<file path="src/rtl/hazard_ctrl.sv">
// hazard_ctrl: EX-stage operand forwarding selects, load-use detection and
// multiply/divide busy tracking for the 5-stage MIPS pipeline. Stall and flush
// are raised together whenever the instruction in ID cannot advance.
module hazard_ctrl #(
  parameter int MULT_CYCLES = 5,
  parameter int DIV_CYCLES  = 10
) (
  input  logic       clk,
  input  logic       reset,
  input  logic [4:0] id_rs,
  input  logic [4:0] id_rt,
  input  logic       id_rs_use,
  input  logic       id_rt_use,
  input  logic       id_md_use,
  input  logic [4:0] ex_rs,
  input  logic [4:0] ex_rt,
  input  logic [4:0] ex_wreg,
  input  logic       ex_regwrite,
  input  logic       ex_memread,
  input  logic       ex_md_start,
  input  logic       ex_md_div,
  input  logic [4:0] mem_wreg,
  input  logic       mem_regwrite,
  input  logic       mem_memread,
  input  logic [4:0] wb_wreg,
  input  logic       wb_regwrite,
  output logic [1:0] forward_a,
  output logic [1:0] forward_b,
  output logic       stall,
  output logic       flush,
  output logic       md_busy,
  output logic       md_err
);

  localparam int MAX_CYCLES = (MULT_CYCLES > DIV_CYCLES) ? MULT_CYCLES : DIV_CYCLES;
  localparam int CNT_W      = $clog2(MAX_CYCLES + 1);
  localparam logic [CNT_W-1:0] MULT_LOAD = CNT_W'(MULT_CYCLES);
  localparam logic [CNT_W-1:0] DIV_LOAD  = CNT_W'(DIV_CYCLES);

  // Operand mux select encoding seen by the EX stage.
  typedef enum logic [1:0] {
    FWD_RF  = 2'b00,
    FWD_WB  = 2'b01,
    FWD_MEM = 2'b10
  } fwd_sel_e;

  logic [CNT_W-1:0] r_cnt;
  logic [CNT_W-1:0] w_cnt_next;
  logic             r_md_busy;
  logic             r_md_err;
  logic             w_load_use;
  logic             w_md_stall;
  logic             w_bad_start;
  fwd_sel_e         w_fwd_a;
  fwd_sel_e         w_fwd_b;

  // Pick the youngest valid producer for one EX source register. A load in
  // MEM has no data yet, so it is skipped; $0 is hard-wired and never bypassed.
  function automatic fwd_sel_e fwd_pick(
    input logic [4:0] src,
    input logic [4:0] m_wreg,
    input logic       m_regwrite,
    input logic       m_memread,
    input logic [4:0] w_wreg,
    input logic       w_regwrite
  );
    if (m_regwrite && !m_memread && (m_wreg != 5'd0) && (m_wreg == src))
      return FWD_MEM;
    else if (w_regwrite && (w_wreg != 5'd0) && (w_wreg == src))
      return FWD_WB;
    else
      return FWD_RF;
  endfunction

  // Per-operand forwarding selects, MEM taking priority over WB.
  always_comb begin
    w_fwd_a = fwd_pick(ex_rs, mem_wreg, mem_regwrite, mem_memread, wb_wreg, wb_regwrite);
    w_fwd_b = fwd_pick(ex_rt, mem_wreg, mem_regwrite, mem_memread, wb_wreg, wb_regwrite);
  end

  assign forward_a = w_fwd_a;
  assign forward_b = w_fwd_b;

  // Hazard detection: a load in EX feeding ID, or an MD user meeting a busy
  // or just-starting MD unit. Both collapse into one stall/flush.
  always_comb begin
    w_load_use = ex_memread && ex_regwrite && (ex_wreg != 5'd0) &&
                 ((id_rs_use && (id_rs == ex_wreg)) ||
                  (id_rt_use && (id_rt == ex_wreg)));
    w_md_stall = id_md_use && (r_md_busy || ex_md_start);
  end

  assign stall = w_load_use || w_md_stall;
  assign flush = w_load_use || w_md_stall;

  // Next MD count: load on an accepted start, otherwise count down to zero.
  // A start that arrives while busy is dropped and only flagged.
  always_comb begin
    // NOTE: every combinational output gets a default first so no path leaves it unassigned (no latch).
    w_cnt_next  = r_cnt;
    w_bad_start = 1'b0;
    if (ex_md_start && (r_cnt == '0)) begin
      w_cnt_next = ex_md_div ? DIV_LOAD : MULT_LOAD;
    end else begin
      w_bad_start = ex_md_start;
      if (r_cnt != '0)
        w_cnt_next = r_cnt - CNT_W'(1);
    end
  end

  // MD counter and a registered busy flag, so md_busy comes straight off a flop.
  always_ff @(posedge clk or negedge reset) begin
    // NOTE: state is updated with non-blocking assignments so all flops see pre-edge values.
    if (!reset) begin
      r_cnt     <= '0;
      r_md_busy <= 1'b0;
    end else begin
      r_cnt     <= w_cnt_next;
      r_md_busy <= (w_cnt_next != '0);
    end
  end

  // Sticky error: set by any start pulse that lands while the unit is busy.
  always_ff @(posedge clk or negedge reset) begin
    if (!reset)
      r_md_err <= 1'b0;
    else if (w_bad_start)
      r_md_err <= 1'b1;
  end

  assign md_busy = r_md_busy;
  assign md_err  = r_md_err;

endmodule
</file>
<file path="config.mk">
export PLATFORM = sky130hd
export DESIGN_NAME = hazard_ctrl
export DESIGN_NICKNAME = d
export VERILOG_FILES = /design/src/rtl/hazard_ctrl.sv
export SDC_FILE = /design/constraint.sdc
export NUM_CORES = 1
export LEC_CHECK = 0
export ABC_AREA = 1
export BUFFER_PORTS_ARGS = -buffer_cell sky130_fd_sc_hd__buf_2
export CAP_MARGIN = 20
export CORE_ASPECT_RATIO = 0.8
export CORE_MARGIN = 5
export CORE_UTILIZATION = 42
export CTS_CLUSTER_DIAMETER = 60
export DETAILED_ROUTE_END_ITERATION = 7
export HOLD_SLACK_MARGIN = 0.12
export PLACE_DENSITY = 0.79
export SYNTH_ARGS = -nofsm -noshare
export SYNTH_HDL_FRONTEND = slang
export SYNTH_SLANG_ARGS = --single-unit
</file>
<file path="constraint.sdc">
create_clock -name clk -period 1.4 [get_ports clk]
set_input_delay 0.42 -clock clk [delete_from_list [all_inputs] [get_ports clk]]
set_output_delay 0.42 -clock clk [all_outputs]
set_load 0.03 [all_outputs]
</file>
==> reports/qor.yml <==
status:
  status: "complete, but fails checks"
  violations: "negative setup slack"
floorplan:
  die_h_um: 51.1
  core_sq_um: 1940
  die_x_um: 61.3
  dieArea_sq_um: 3130
  io_pins: 55
  rows: 14
  initial_core_util: 0.455
setup_path:
  reg2reg_slack_ps: -150
  arrival_ps: 1370
  crit_fanout: 3
  regToRegEndpoint: "md_busy"
  r2r-start: "r_cnt[0]"
  cp.required_ps: 980
  path_class: "input pin to output pin"
  end_kind: "output pin"
  start_kind: "input pin"
  r2r_cells: 7
power:
  p_sw_mw: 0.945
  pwr_density_cell_nw_per_um2: 1000
  comb_power_share: 0.712
  p_leak_nw: 0.941
  clkPwrFrac: 0.101
  peakVddDrop_mv: 0.994
  swShare: 0.514
  p_int_mw: 0.894
  power_frac_seq: 0.187
routing:
  drc: 0
  ant_nets: 0
  post_drt_via_cell_ratio: 5.91
  wirelength_mm: 5.13
  drt_iter0_drc: 162
  num_vias: 1384
  first_pass_iters: 4
  drt-wirelength-per-cell_um: 21.9
synth:
  syn_avg_cell_area_sq_um: 6.02
  ys_warn_count: 0
  syn_nets: 195
  yosysSeqAreaShare: 0.170
  ys_types: 21
  syn_inst: 147
  synth_area_sq_um: 885
  ys_ff_latch: 6
grt:
  grt_pass1_wl_mm: 5.42
  grt_pass1_vias: 1230
  grt_max_degree: 7
  overflow: 0
  antenna_found_initial: 0
  grtUsageTotal: 0.236
timing:
  finalSetupViolCount: 7
  worstMarginPinSlew_ps: 318
  rsz0062_at_grt: "yes"
  maxSlewViolCount: 0
  finalHoldViolations: 0
  period_needed_ps: 1790
  relSlewSlack: 0.788
  whs_ps: 476
  finClkSkew_ps: 15.9
  max_freq_ghz: 0.558
  post-route-period-util: 1.28
  finalWorstSetupSlack_ps: -391
cts:
  clk_pin_slew_ps: 50
  clk_path_buf_depth: 2
  cts_made_buffers: 3
  htree_levels: 1
  cts.sinks: 6
  cts_root_buffer: "clkbuf_4"
  cts_tree: "built"
  clock_latency_ps: 260
final_layout:
  final_area_sq_um: 1830
  nNetsFinal: 260
  final_cell_mix: "nand2_1, buf_6, buf_2, nor2_1, nand2_2"
  final_common_cell: "nand2_1"
  drive_gt1_frac: 0.610
  n_antenna_cell: 0
  syn_to_final_growth_pct: 107
placement:
  gp_congestion: 0.768
  dp_hpwl_mm: 2.23
  port_buffers: 54
  dpl-instance-area_sq_um: 1310
min_path:
  worstHoldStart: "md_err"
  hold_depth: 1
  hold_class: "register to register"
  min_to: "md_err"
run:
  maxCapViolations: 0
[cell type report]
type / count / area, sq um
well taps: 24 / 30.0
fillers: 59 / 111
flip-flops and latches: 6 / 150
inverters: 25 / 134
clock buffers: 3 / 22.5
multi-input cells: 115 / 895
repair buffers: 61 / 602
[through the flow]
stage,utilization,cells,TNS [ps],worst slack (ps),power (mW)
after floorplan,-,147,-562,-179,0.827
after global placement,0.672,226,-1770,-302,1.01
after detailed placement,0.672,226,-1890,-340,1.04
after CTS,0.814,231,-1420,-278,1.30
after global routing,0.943,234,-2480,-424,1.89
final,0.943,234,-2150,-391,1.84
[sequential cells by signal (all words and copies together), names as in the netlist]
register,cells
r_cnt,4
md_busy,1
md_err,1
[cells by family (layout without fill, tap and decap cells)]
logic type | count (synthesis) | count (layout) | synth area share
AND/OR/NAND/NOR | 91 | 91 | 0.484
adder cells (fa/ha/maj) | 1 | 1 | 0.0141
flip-flops | 6 | 6 | 0.170
XOR/XNOR | 20 | 20 | 0.198
AO/OA/AOI/OAI | 3 | 3 | 0.0198
buffers and inverters | 26 | 89 | 0.115
[worst max-delay path, cell delays in order]
cell      delay [ps]
buf_8            110
nor2_1           180
nand3b_1         120
nand2_1          130
inv_1             70
nand3_1          140
nor2_4            60
buf_6            140
[layer usage]
layer	track usage	up-vias	wire length, um	part of all wire
li1	-	574	-	-
met1	0.242	630	1740	0.34
met2	0.423	137	2340	0.46
met3	0.0554	43	702	0.14
met4	0.144	0	335	0.065
met5	0	-	0	0
[Yosys cell counts]
cell / count / area [sq um]
a21o_1: 1 / 7.51
buf_4: 1 / 7.51
dfrtp_1: 6 / 150
ha_1: 1 / 12.5
inv_1: 24 / 90.1
inv_2: 1 / 3.75
nand2_1: 44 / 165
nand2_2: 2 / 12.5
nand2_4: 1 / 11.3
nand3_1: 6 / 30.0
nand3_2: 4 / 40.0
nand3b_1: 2 / 15.0
nand4_1: 3 / 18.8
nor2_1: 23 / 86.3
nor2_2: 2 / 12.5
nor2_4: 1 / 11.3
nor3_1: 1 / 5.00
nor3_2: 2 / 20.0
o21ai_0: 2 / 10.0
xnor2_1: 16 / 140
xor2_1: 4 / 35.0
[worst max path at each step]
stage | endpoint | cells past startpoint | startpoint | slack, ps
4_1_cts | forward_a[0] | 6 | ex_rs[2] | -280
5_1_grt | stall | 9 | id_rs[2] | -420
3_3_place_gp | flush | 10 | ex_wreg[3] | -300
2_1_floorplan | forward_a[0] | 4 | mem_wreg[1] | -180
6_report | forward_a[0] | 8 | wb_wreg[0] | -390
3_5_place_dp | forward_b[1] | 5 | mem_wreg[1] | -340
[power by group through the flow]
stage	Sequential (mW)	Clock [mW]	Combinational (mW)
after floorplan	0.298	0	0.528
after global placement	0.297	0	0.714
after detailed placement	0.300	0	0.744
after CTS	0.298	0.168	0.831
after global routing	0.342	0.190	1.36
final	0.344	0.185	1.31
[repair_timing]
action                     CTS  global route
resized for setup           62            61
pin swaps                   26            36
hold buffers                 1             0
setup endpoints to repair    7             8
buffers inserted             1             3
hold endpoints to repair     6             0
Note: power is estimated with default switching activity, not from simulation.
